==> src/rtl/multicycle_control_fsm.sv <==
// Main sequencer for the multicycle core: FETCH/DECODE/EXEC/MEM/WB stepping,
// datapath select decode, unconditioned write strobes and memory-stall trap.
// Optional retired-instruction counter enabled by defining MCFSM_PERF_CNT_EN.
module multicycle_control_fsm #(
  parameter int unsigned MEM_TIMEOUT = 16,
  parameter int unsigned CNT_W       = 8
) (
  input  logic       clk,
  input  logic       reset,
  input  logic [1:0] Op,
  input  logic [2:0] Funct,
  input  logic       mem_ready,
  output logic       mem_req,
  output logic       IRWrite,
  output logic       AdrSrc,
  output logic       ALUSrcA,
  output logic [1:0] ALUSrcB,
  output logic [1:0] ResultSrc,
  output logic [1:0] ALUControl,
  output logic       NextPC,
  output logic       PCS,
  output logic       RegW,
  output logic       MemW,
  output logic       NoWrite,
  output logic [1:0] FlagW,
`ifdef MCFSM_PERF_CNT_EN
  output logic       fault,
  output logic [31:0] retired
`else
  output logic       fault
`endif
);

  typedef enum logic [3:0] {
    S_FETCH,
    S_DECODE,
    S_EXEC,
    S_ALUWB,
    S_MEMADR,
    S_MEMRD,
    S_MEMWR,
    S_MEMWB,
    S_BRANCH,
    S_FAULT
  } state_t;

  localparam logic [CNT_W-1:0] LP_LIMIT = CNT_W'(MEM_TIMEOUT - 1);

  state_t           r_state;
  state_t           w_next;
  logic [CNT_W-1:0] r_cnt;
  logic             r_fault;
  logic             r_boot;
  logic [2:0]       r_funct;
  logic             w_in_mem;
  logic             w_timeout;

  // r_boot marks the first cycle after reset: FETCH is entered but held
  // quiet (no request, no strobes) so reset never leaks a pulse.
  assign w_in_mem  = ((r_state == S_FETCH) && !r_boot) ||
                     (r_state == S_MEMRD) || (r_state == S_MEMWR);
  assign w_timeout = w_in_mem && !mem_ready && (r_cnt == LP_LIMIT);
  assign fault     = r_fault;

  // State register, boot flag and latched Funct
  always_ff @(posedge clk) begin
    if (reset) begin
      r_state <= S_FETCH;
      r_boot  <= 1'b1;
      r_funct <= '0;
    end else begin
      r_state <= w_next;
      r_boot  <= 1'b0;
      if (r_state == S_DECODE) r_funct <= Funct;
    end
  end

  // Memory wait counter: cleared on any state change, counts stalled cycles
  always_ff @(posedge clk) begin
    if (reset || r_boot) begin
      r_cnt <= '0;
    end else if (w_next != r_state) begin
      r_cnt <= '0;
    end else if (w_in_mem && !mem_ready && (r_cnt != '1)) begin
      r_cnt <= r_cnt + CNT_W'(1);
    end
  end

  // Sticky fault flag, set on entry to FAULT
  always_ff @(posedge clk) begin
    if (reset) begin
      r_fault <= 1'b0;
    end else if ((w_next == S_FAULT) && (r_state != S_FAULT)) begin
      r_fault <= 1'b1;
    end
  end

  // Next-state logic
  always_comb begin
    w_next = r_state;
    unique case (r_state)
      S_FETCH: begin
        if (!r_boot) begin
          if (mem_ready)      w_next = S_DECODE;
          else if (w_timeout) w_next = S_FAULT;
        end
      end
      S_DECODE: begin
        unique case (Op)
          2'b00:   w_next = S_EXEC;
          2'b01:   w_next = S_MEMADR;
          2'b10:   w_next = S_BRANCH;
          default: w_next = S_FAULT;
        endcase
      end
      S_EXEC:   w_next = S_ALUWB;
      S_ALUWB:  w_next = S_FETCH;
      S_MEMADR: w_next = r_funct[0] ? S_MEMRD : S_MEMWR;
      S_MEMRD: begin
        if (mem_ready)      w_next = S_MEMWB;
        else if (w_timeout) w_next = S_FAULT;
      end
      S_MEMWR: begin
        if (mem_ready)      w_next = S_FETCH;
        else if (w_timeout) w_next = S_FAULT;
      end
      S_MEMWB:  w_next = S_FETCH;
      S_BRANCH: w_next = S_FETCH;
      S_FAULT:  w_next = S_FAULT;
      default:  w_next = S_FAULT;
    endcase
  end

  // Output decode from state; IRWrite/NextPC/MemW qualified by mem_ready
  always_comb begin
    mem_req    = 1'b0;
    IRWrite    = 1'b0;
    AdrSrc     = 1'b0;
    ALUSrcA    = 1'b0;
    ALUSrcB    = 2'b00;
    ResultSrc  = 2'b00;
    ALUControl = 2'b00;
    NextPC     = 1'b0;
    PCS        = 1'b0;
    RegW       = 1'b0;
    MemW       = 1'b0;
    NoWrite    = 1'b0;
    FlagW      = 2'b00;
    unique case (r_state)
      S_FETCH: begin
        if (!r_boot) begin
          mem_req   = 1'b1;
          ALUSrcA   = 1'b1;
          ALUSrcB   = 2'b10;
          ResultSrc = 2'b10;
          IRWrite   = mem_ready;
          NextPC    = mem_ready;
        end
      end
      S_DECODE: begin
        ALUSrcA = 1'b1;
        ALUSrcB = 2'b10;
      end
      S_EXEC: begin
        ALUSrcB = r_funct[2] ? 2'b01 : 2'b00;
        unique case (r_funct[1:0])
          2'b00: begin ALUControl = 2'b00; FlagW = 2'b11; end
          2'b01: begin ALUControl = 2'b01; FlagW = 2'b11; end
          2'b10: begin ALUControl = 2'b10; FlagW = 2'b10; end
          default: begin ALUControl = 2'b01; FlagW = 2'b11; end
        endcase
      end
      S_ALUWB: begin
        RegW    = 1'b1;
        NoWrite = (r_funct[1:0] == 2'b11);
      end
      S_MEMADR: ALUSrcB = 2'b01;
      S_MEMRD: begin
        mem_req = 1'b1;
        AdrSrc  = 1'b1;
      end
      S_MEMWR: begin
        mem_req = 1'b1;
        AdrSrc  = 1'b1;
        MemW    = mem_ready;
      end
      S_MEMWB: begin
        ResultSrc = 2'b01;
        RegW      = 1'b1;
      end
      S_BRANCH: begin
        ALUSrcA   = 1'b1;
        ALUSrcB   = 2'b01;
        ResultSrc = 2'b10;
        PCS       = 1'b1;
        RegW      = r_funct[2];
      end
      default: ;
    endcase
  end

`ifdef MCFSM_PERF_CNT_EN
  logic [31:0] r_retired;
  logic        w_retire;

  assign w_retire = (w_next == S_FETCH) &&
                    ((r_state == S_ALUWB) || (r_state == S_MEMWB) ||
                     (r_state == S_MEMWR) || (r_state == S_BRANCH));
  assign retired  = r_retired;

  // Retired-instruction counter, wraps naturally at 2^32
  always_ff @(posedge clk) begin
    if (reset)         r_retired <= '0;
    else if (w_retire) r_retired <= r_retired + 32'd1;
  end
`else
`endif

endmodule
==> config.mk <==
export PLATFORM = sky130hd
export DESIGN_NAME = multicycle_control_fsm
export DESIGN_NICKNAME = d
export VERILOG_FILES = /design/src/rtl/multicycle_control_fsm.sv
export SDC_FILE = /design/constraint.sdc
export NUM_CORES = 1
export LEC_CHECK = 0
export CAP_MARGIN = 20
export CORE_UTILIZATION = 51
export CTS_CLUSTER_DIAMETER = 200
export DETAILED_ROUTE_END_ITERATION = 6
export PLACE_DENSITY = 0.81
export SLEW_MARGIN = 20
export SYNTH_ARGS = -nofsm -noshare
export SYNTH_HDL_FRONTEND = slang
export SYNTH_SLANG_ARGS = --single-unit
export TNS_END_PERCENT = 10
==> constraint.sdc <==
create_clock -name clk -period 3.19 [get_ports clk]
set_clock_uncertainty 0.15 [all_clocks]
set_input_delay 0.957 -clock clk [delete_from_list [all_inputs] [get_ports clk]]
set_output_delay 0.957 -clock clk [all_outputs]
set_load 0.01 [all_outputs]
==> results.md <==
- Number of global-route vias before repair: ~1,300
- Number of flip-flops and latches in the synthesized netlist: 17
- I/O pins: 26
- Total CTS buffers: 3
- Number of DRC violations after detailed-routing iteration 0: 33
- Row cnt: 17
- Final non-filler cell area: between 0.0015 and 0.002 sq mm
- Tightest hold margin: around 0.34 ns
- Kind of launch point of the worst setup path: input pin
- Count of final hold-check violations: 0
- Largest area contributor in the netlist: dfxtp_1
- Unrepaired setup endpoints after global routing: true
- Switching power: roughly 0.23 mW
- Synth unique cells: 51
- Least-Margin Pin Slew: 0.414 ns
- Root buf cell: clkbuf_4
- Period utilization: 1.00
- First-pass GRT wire length: between 5 and 6 mm
- Type of element capturing the critical path: output port
- Max_slew headroom: 0.723
- Total global routing overflow: 0
- CTS tree: done
- CP cell instances: clkdlybuf4s50_1 > nand2_1 > nor4b_2 > dlygate4sd2_1
- Setup WS post-layout: -0.00162 ns
- Max_cap viols: 0
- Critical Path End: IRWrite
- Critical path buffer and inverter count: 2
- Maximum number of pins on one net before global-route repair: 19
- Core Util, Final: 0.724
- Internal power of the cells: around 0.40 mW
- Cell count along the critical path: 4
- Post-CTS setup repair buffer count: 0
- Post-Synthesis Cell Area: around 0.0013 sq mm
- Core box area: ~0.0023 sq mm
- Setup TNS Final: -0.00277 ns
- Detail-routed via count per cell: slightly above 6
- Timing-limited maximum frequency: around 0.31 GHz
- Area growth from synthesis to layout: 28.4%
- Family of cells with the greatest summed delay on the critical path: buffers and inverters
- Routed length per instance: 15.2 um
- Die Height: 52.6 um
- Tmin final: roughly 3.2 ns
- Main area contributors after synthesis: dfxtp_1 (26%), nor2_1 (6.6%), mux2i_1 (5.4%)
- Via total after detailed routing: 1,413
- Outcome: finished with violations
- Instance area at placement: roughly 0.0016 sq mm
- Largest stage delay on the critical path: roughly 0.47 ns
- Count of input and output buffers: 25
- Slowest cell on the critical path: clkdlybuf4s50_1
- Clock power frac: 0.194
- Clock transition at the register clock pins on the worst setup and hold paths after CTS: ~0.11 ns
- Register-to-Register Path Depth: 6
- Fill cell count: 185
- R2R Path End: r_cnt[2]
- Dominant synthesized flop cell: dfxtp_1
- Worst setup path startpoint: mem_ready
- # setup viols final: 2
- Max Transition Viols Final: 0
- Count of flip-flops with a built-in enable after synthesis: 0
- Post-DP HPWL: about 2.7 mm
- Static Leakage: 0.616 nW
- Post-route total power: 0.627 mW
- Clk buf depth: 2
- Area enclosed by the die boundary: 0.00277 sq mm
- Sequential cell area fraction in the yosys report: 0.260
- Overall routing resource usage: 0.283
- Violated checks: setup timing
- Register-to-register setup slack: between 0.7 and 0.8 ns
- Switch share: 0.366
- Proportion of layout cells with a drive suffix above 1: 0.158
- Pre-antenna DRT Iters: 4
- Critical path required time: approximately 2.1 ns
- Hold/Removal Path Class: flop to flop
- Number of clock sinks: 17
- Final Routed Wirelength: about 3.5 mm
- Starting density of the core: 0.564
- CTS H-tree depth: 1
- Portion of total power attributed to sequential cells: 0.378
- Asr flop ratio synth: 0
- # DRC: 0
- Mean instance size in the synthesized netlist: ~7.6 sq um
- IR drop worst, VDD: around 370 uV
- Syn Inst Count: between 150 and 200
- Antenna-violating nets left: 0
- Clock latency on the worst-skew pair: 0.31 ns
- Total power per unit cell area: between 300 and 400 mW/mm^2
- Global placement routability congestion: between 0.9 and 1
- Number of antenna violations at the first check in global routing: 0
- Syn Nets: between 150 and 200
- Nets: 213
- Max Fanout on Critical Path: 2
- Width of the chip: 52.6 um
- Area share of the leading cell type in the synthesized netlist: 0.260
- Category of the critical setup timing path: input pin to output port
- CP Data Arrival Time: about 2.1 ns
- Syn. warnings: 0
- Logic pwr share: 0.428
- Number of antenna diodes: 0
- FF-to-FF Start: r_state[1]
-- kinds of logic (layout without fill, tap and decap cells) --
group           Yosys count  in the layout  synth area share
compound gates           42             42             0.239
xor+xnor                  4              4            0.0268
fa+ha+maj                 1              1           0.00957
buf+inv                  17             49            0.0603
flops                    17             17             0.260
mux                       7              7            0.0536
simple gates             83             83             0.350
-- synth_stat cells, types with 4 or more instances --
master	instances
nor2_1	23
o21ai_0	7
nand2b_1	4
clkbuf_1	5
nand2_1	18
a21oi_1	11
nor3_1	11
mux2i_1	7
dfxtp_1	17
xnor2_1	4
inv_1	5
-- sequential cells by signal, summed over array words and instances (netlist names) --
name and cells:
r_cnt 8, fault 1, r_boot 1, r_funct 3, r_state 4
-- cell usage in the layout (no fill, tap or decap), drive strengths merged, types with 4 or more instances in the layout --
cell type      instances
dfxtp                 17
nor3                  12
nor2                  23
xnor2                  4
mux2i                  7
buf                   15
nand2                 18
a21oi                 12
inv                    5
o21ai                  7
nand2b                 4
nor2b                  4
clkdlybuf4s50         21
-- per-layer routing --
layer	part of all wire	wire, um	GRT usage	vias to the layer above
met5	0	0	0	-
met3	0.036	127	0.0348	4
li1	-	-	-	699
met2	0.45	1580	0.441	35
met1	0.50	1760	0.397	675
met4	0.010	36	0.0921	0
-- worst reg2reg max path, cell delays in order (launching register included) --
cell and delay (ns):
dfxtp_1 0.36, buf_4 0.22, nand3b_1 0.25, a311oi_4 0.13, a221o_1 0.37, a2111o_2 0.54
a2111oi_2 0.29
-- through the flow --
| step | worst slack (ns) | instances |
|---|---|---|
| 4_1_cts | -0.0126 | 231 |
| 6_report | -0.00162 | 231 |
| 2_1_floorplan | 0.0590 | 171 |
| 3_5_place_dp | -0.391 | 227 |
| 5_1_grt | -0.0617 | 231 |
| 3_3_place_gp | -0.384 | 227 |
-- power groups by stage --
stage                     clock network (mW)  registers, mW  logic, mW
final                                  0.122          0.237      0.268
after global routing                   0.132          0.238      0.290
after CTS                              0.125          0.236      0.267
after detailed placement                   0          0.240      0.269
after global placement                     0          0.239      0.264
after floorplan                            0          0.236      0.161
-- how the worst min path moves through the flow --
| stage | end | startpoint | cells after the start |
|---|---|---|---|
| after floorplan | r_funct[2] | r_funct[2] | 2 |
| after global placement | fault | fault | 2 |
| after detailed placement | fault | fault | 2 |
| after CTS | fault | fault | 2 |
| after global routing | fault | fault | 2 |
| final | fault | fault | 2 |
-- area by class of cell --
type / count / area [sq um] / area share
repair buffers: 40 / 359 / 0.214
well taps: 28 / 35.0 / 0.0209
inverters: 5 / 18.8 / 0.0112
clock buffers: 3 / 22.5 / 0.0134
flip-flops and latches: 17 / 340 / 0.203
clock inverters: 1 / 5.00 / 0.00298
multi-input cells: 137 / 898 / 0.535
-- what timing repair did --
item | CTS | global route
gates resized for setup | 5 | 3
hold buffers | 0 | 0
gates cloned | 0 | 0
endpoints found under the hold margin | 0 | 0
endpoints found under the setup margin | 4 | 7
Power figures use the tool's default switching activity.
